`src/rtl/imm_decode_stage.sv`:
```
// imm_decode_stage
//   Registered immediate-decode stage between fetch and execute. It decodes
//   the immediate and format of each RV32I/RV64I instruction, flags illegal
//   opcodes, and passes instructions downstream through a valid/ready
//   handshake. A 2-entry buffer (main + skid) lets the stage absorb one
//   extra instruction under back-pressure. A saturating counter tracks the
//   number of accepted illegal instructions.
//
// Parameters
//   XLEN   datapath width (32 or 64)
//   CNT_W  width of the illegal-instruction counter
// Ports
//   clk, rst_n            clock, asynchronous active-low reset
//   flush                 synchronous flush of both entries
//   in_valid/in_ready     upstream handshake (in_ready = skid entry empty)
//   in_instr, in_pc       instruction word and its PC
//   out_valid/out_ready   downstream handshake
//   out_imm, out_fmt      decoded immediate and format code
//   out_pc, out_illegal   carried PC and illegal-opcode flag
//   illegal_cnt           saturating count of accepted illegal instructions
module imm_decode_stage #(
  parameter int XLEN  = 32,
  parameter int CNT_W = 8
) (
  input  logic             clk,
  input  logic             rst_n,
  input  logic             flush,
  input  logic             in_valid,
  output logic             in_ready,
  input  logic [31:0]      in_instr,
  input  logic [XLEN-1:0]  in_pc,
  output logic             out_valid,
  input  logic             out_ready,
  output logic [XLEN-1:0]  out_imm,
  output logic [2:0]       out_fmt,
  output logic [XLEN-1:0]  out_pc,
  output logic             out_illegal,
  output logic [CNT_W-1:0] illegal_cnt
);

  typedef enum logic [2:0] {
    FMT_R       = 3'd0,
    FMT_I       = 3'd1,
    FMT_S       = 3'd2,
    FMT_B       = 3'd3,
    FMT_U       = 3'd4,
    FMT_J       = 3'd5,
    FMT_SHAMT   = 3'd6,
    FMT_ILLEGAL = 3'd7
  } fmt_e;

  // ---------------------------------------------------------------
  // Combinational decode of the incoming instruction
  // ---------------------------------------------------------------
  logic [6:0]      opcode;
  logic [2:0]      funct3;
  logic [XLEN-1:0] imm_i, imm_s, imm_b, imm_u, imm_j, imm_sh;
  logic [5:0]      shamt;
  fmt_e            dec_fmt;
  logic [XLEN-1:0] dec_imm;
  logic            dec_illegal;

  assign opcode = in_instr[6:0];
  assign funct3 = in_instr[14:12];

  // Size casts of signed operands sign-extend to XLEN for either width.
  assign imm_i = XLEN'($signed(in_instr[31:20]));
  assign imm_s = XLEN'($signed({in_instr[31:25], in_instr[11:7]}));
  assign imm_b = XLEN'($signed({in_instr[31], in_instr[7], in_instr[30:25],
                                in_instr[11:8], 1'b0}));
  assign imm_u = XLEN'($signed({in_instr[31:12], 12'b0}));
  assign imm_j = XLEN'($signed({in_instr[31], in_instr[19:12], in_instr[20],
                                in_instr[30:21], 1'b0}));
  // RV32 shift amounts are 5 bits; bit 25 only participates on RV64.
  assign shamt  = {(XLEN == 64) ? in_instr[25] : 1'b0, in_instr[24:20]};
  assign imm_sh = XLEN'(shamt);

  always_comb begin
    dec_fmt = FMT_ILLEGAL;
    dec_imm = '0;
    unique case (opcode)
      7'b0010011: begin
        if (funct3 == 3'b001 || funct3 == 3'b101) begin
          dec_fmt = FMT_SHAMT;
          dec_imm = imm_sh;
        end else begin
          dec_fmt = FMT_I;
          dec_imm = imm_i;
        end
      end
      7'b0000011, 7'b1100111, 7'b1110011: begin
        dec_fmt = FMT_I;
        dec_imm = imm_i;
      end
      7'b0100011: begin
        dec_fmt = FMT_S;
        dec_imm = imm_s;
      end
      7'b1100011: begin
        dec_fmt = FMT_B;
        dec_imm = imm_b;
      end
      7'b0110111, 7'b0010111: begin
        dec_fmt = FMT_U;
        dec_imm = imm_u;
      end
      7'b1101111: begin
        dec_fmt = FMT_J;
        dec_imm = imm_j;
      end
      7'b0110011: dec_fmt = FMT_R;
      7'b0111011: dec_fmt = (XLEN == 64) ? FMT_R : FMT_ILLEGAL;
      default:    dec_fmt = FMT_ILLEGAL;
    endcase
  end

  assign dec_illegal = (dec_fmt == FMT_ILLEGAL);

  // ---------------------------------------------------------------
  // Main + skid entries
  // ---------------------------------------------------------------
  logic            skid_valid;
  logic [XLEN-1:0] skid_imm;
  logic [2:0]      skid_fmt;
  logic [XLEN-1:0] skid_pc;
  logic            skid_illegal;
  logic            accept;

  // in_ready is the inverse of a flop, so it is registered by construction.
  assign in_ready = !skid_valid;
  assign accept   = in_valid && in_ready && !flush;

  always_ff @(posedge clk or negedge rst_n) begin
    if (!rst_n) begin
      out_valid    <= 1'b0;
      out_imm      <= '0;
      out_fmt      <= '0;
      out_pc       <= '0;
      out_illegal  <= 1'b0;
      skid_valid   <= 1'b0;
      skid_imm     <= '0;
      skid_fmt     <= '0;
      skid_pc      <= '0;
      skid_illegal <= 1'b0;
    end else if (flush) begin
      out_valid  <= 1'b0;
      skid_valid <= 1'b0;
    end else if (skid_valid) begin
      // Skid occupied implies main occupied and no new input accepted.
      if (out_ready) begin
        out_imm     <= skid_imm;
        out_fmt     <= skid_fmt;
        out_pc      <= skid_pc;
        out_illegal <= skid_illegal;
        skid_valid  <= 1'b0;
      end
    end else if (!out_valid || out_ready) begin
      // Main is free or draining this cycle: new input lands directly in main.
      out_valid <= accept;
      if (accept) begin
        out_imm     <= dec_imm;
        out_fmt     <= dec_fmt;
        out_pc      <= in_pc;
        out_illegal <= dec_illegal;
      end
    end else if (accept) begin
      skid_valid   <= 1'b1;
      skid_imm     <= dec_imm;
      skid_fmt     <= dec_fmt;
      skid_pc      <= in_pc;
      skid_illegal <= dec_illegal;
    end
  end

  // ---------------------------------------------------------------
  // Saturating illegal-instruction counter (survives flush)
  // ---------------------------------------------------------------
  always_ff @(posedge clk or negedge rst_n) begin
    if (!rst_n) begin
      illegal_cnt <= '0;
    end else if (accept && dec_illegal && (illegal_cnt != '1)) begin
      illegal_cnt <= illegal_cnt + 1'b1;
    end
  end

endmodule

```
`config.mk`:
```
export PLATFORM = sky130hd
export DESIGN_NAME = imm_decode_stage
export DESIGN_NICKNAME = d
export VERILOG_FILES = /design/src/rtl/imm_decode_stage.sv
export SDC_FILE = /design/constraint.sdc
export NUM_CORES = 1
export LEC_CHECK = 0
export CORE_ASPECT_RATIO = 0.5
export CORE_UTILIZATION = 45
export DETAILED_ROUTE_END_ITERATION = 7
export PLACE_DENSITY = 0.72
export SLEW_MARGIN = 15
export SYNTH_ARGS = -nofsm -noshare
export SYNTH_HDL_FRONTEND = slang
export SYNTH_SLANG_ARGS = --single-unit
```
`constraint.sdc`:
```
create_clock -name clk -period 2.39 [get_ports clk]
set_input_delay 0.3585 -clock clk [delete_from_list [all_inputs] [get_ports clk]]
set_output_delay 0.3585 -clock clk [all_outputs]
set_load 0.01 [all_outputs]
```
==> flow_summary.yaml <==
status:
  outcome: "complete, no violations"
power:
  ir_worst_vdd_mv: 0.476
  powerDensity_mw_per_mm2: 790
  switchingPower_mw: 2.06
  leakagePower_nw: 3.98
  switching_share: 0.283
  combPwrFrac: 0.208
  p_int_mw: 5.23
  p_seq_frac: 0.439
  clkPwrFrac: 0.353
synth:
  synth_edf_count: 0
  synthTopCellsByArea: "dfrtp_1 54%, nand2_1 9.6%, o21ai_0 5.2%"
  synth_area_mm2: 0.00679
  yosys.area.top_type: "dfrtp_1"
  synth_nets: 762
  synthesis.instances: 692
  yosysUniqueCellTypes: 54
  ys_seq_area_frac: 0.538
  synth-async-reset-ratio: 1.00
  synth_top_area_frac: 0.538
  avgSynthCellArea_um2: 9.81
  synth_ff_type: "dfrtp_1"
  synth-seq-cells: 146
  yosys_warnings: 0
job:
  maxCapViolCount: 0
sta:
  hold_viol: 0
  fin_crit_ns: 2.12
  fin_ws_ns: 0.270
  maxSlewHeadroom: 0.523
  final-setup-viol-count: 0
  tns_ns: 0
  drv_slew: 0
  rsz0062_at_grt: "no"
  hold_slack_ns: 0.473
  period_share: 0.887
  finClkSkew_ns: 0.0137
  max_freq_mhz: 472
  worstMarginPinSlew_ns: 0.715
min_path:
  worstHoldStart: "skid_pc[3]$_DFFE_PN0P_"
  hold_path_end: "skid_pc[3]$_DFFE_PN0P_"
  hold_depth: 2
  hold_path.class: "reg2reg"
die:
  dieArea_mm2: 0.0156
  initial_core_util: 0.465
  die_height_um: 88.8
  die_w_um: 176
  fp-row-count: 31
  core_area_mm2: 0.0146
  ios: 147
clocking:
  worstSkewPairLatency_ns: 0.42
  post_cts_buffers: 0
  cts_hold_buffers: 1
  tritoncts: "yes"
  cts-resized-gates: 0
  clk_pin_slew_ns: 0.06
  clkSinkCount: 146
  cts_root_buffer: "clkbuf_16"
  clockBufferDepth: 2
  h-tree-depth: 4
  numCtsBuffers: 17
placement:
  place_congestion: 0.839
  io_buffers: 146
  pre_cts_slack_ns: 0.0129
  dp_cells: 1030
  dp_hpwl_um: 11700
critical_path:
  cp-start-kind: "register"
  cp_slowest_cell: "nor3_2"
  end_kind: "register"
  crit_fanout: 21
  critPathMaxStageDelay_ns: 0.58
  cp.required_ns: 2.74
  r2r-start: "skid_valid$_DFF_PN0_"
  crit_chain: "buf_4, nor2b_1, nand3_2, nor3_2, a221o_1"
  cp.arrival_ns: 2.47
  path_buf_inv: 1
  r2r_slack_ns: 0.27
  critical_path_class: "reg2reg"
  r2r-end: "skid_imm[15]$_DFFE_PN0P_"
  worst_r2r_path_depth: 5
  critPathTopFamily: "simple AND/OR/NAND/NOR gates"
routing:
  ant_nets: 0
  via_per_inst: 5.22
  routed_wl_um: 17000
  wl_per_cell_um: 16.0
  first_pass_iters: 4
  vias: 5552
  drt_iter0_markers: 337
  drc_errors: 0
layout:
  nets: 922
  fillCellCount: 1237
  area_growth_pct: 36.0
  stdcell_count: 1063
  drive_above_1_share: 0.117
  n_antenna_cell: 0
  layout_commonest_cell: "nand2_1"
  layout_common_cells: "174 x nand2_1, 145 x dfrtp_1, 145 x clkdlybuf4s50_1"
global_route:
  gr-total-overflow: 0
  grt_pass1_wl_um: 27500
  antenna_found_initial: 0
  track_usage: 0.226
  grt_max_degree: 77
  grt_pass1_vias: 5395
Yosys cell counts (5+ instances only):
library cell / n
a31oi_1: 14
buf_2: 11
dfrtp_1: 146
nor2_1: 50
mux2i_1: 32
o21ai_0: 71
clkbuf_1: 25
xnor2_1: 7
and3_1: 13
a31oi_4: 10
or3_1: 16
a21oi_1: 35
a221o_1: 8
nand4_1: 5
buf_1: 5
a211o_1: 8
nand2_1: 174
worst max path at each step:
stage	to	startpoint	cells past startpoint
2_1_floorplan	illegal_cnt[6]$_DFFE_PN0P_	in_instr[3]	7
3_3_place_gp	out_imm[3]$_DFFE_PN0P_	in_instr[5]	6
3_5_place_dp	skid_imm[13]$_DFFE_PN0P_	in_valid	5
4_1_cts	skid_imm[15]$_DFFE_PN0P_	skid_valid$_DFF_PN0_	5
5_1_grt	skid_imm[18]$_DFFE_PN0P_	skid_valid$_DFF_PN0_	5
6_report	skid_imm[15]$_DFFE_PN0P_	skid_valid$_DFF_PN0_	5
layout make-up:
cell class              count  area (um^2)  area share
clock inverters            13          124      0.0134
clock buffers              19          443      0.0480
well taps                 198          248      0.0268
repair buffers            187         1820       0.198
flip-flops and latches    146         3650       0.396
inverters                   4         15.0     0.00163
multi-input cells         496         2920       0.317
stage by stage:
stage / util / cell area, um^2 / total power, mW
after floorplan: - / 6790 / 3.91
after global placement: 0.593 / 8650 / 4.72
after detailed placement: 0.593 / 8650 / 4.77
after CTS: 0.633 / 9230 / 7.35
after global routing: 0.633 / 9230 / 7.66
final: 0.633 / 9230 / 7.29
power groups by stage:
stage	Clock, mW	Sequential, mW	Combinational, mW
after floorplan	0	3.29	0.617
after global placement	0	3.23	1.49
after detailed placement	0	3.24	1.53
after CTS	2.61	3.21	1.53
after global routing	2.73	3.26	1.67
final	2.57	3.20	1.52
kinds of logic (layout without fill, tap and decap cells):
group                      after synthesis  count (layout)  share of synthesized area
AOI/OAI and AO/OA                      165             165                      0.173
adders and majority gates                1               1                    0.00184
muxes                                   35              35                     0.0522
buffers and inverters                   50             223                     0.0336
DFF                                    146             146                      0.538
and+or+nand+nor                        287             287                      0.191
xor gates and xnor gates                 8               8                     0.0103
layer usage:
layer  GRT usage  share of wire  up-vias
li1            -              -     2720
met1       0.310           0.47     2704
met2       0.369           0.49      114
met3      0.0477          0.042       14
met4      0.0577         0.0075        0
met5           0              0        -
flip-flops by register name, summed over array words and instances, names as in the netlist, 3 cells and up:
register and cells:
skid_fmt 3, skid_pc 32, illegal_cnt 8, skid_imm 32, out_fmt 3, out_imm 32, out_pc 32
worst reg2reg max path, stage by stage (launching register included):
cell and delay, ns:
dfrtp_2 0.43, buf_4 0.25, nor2b_1 0.24, nand3_2 0.33
nor3_2 0.58, a221o_1 0.24
Power figures use the tool's default switching activity.
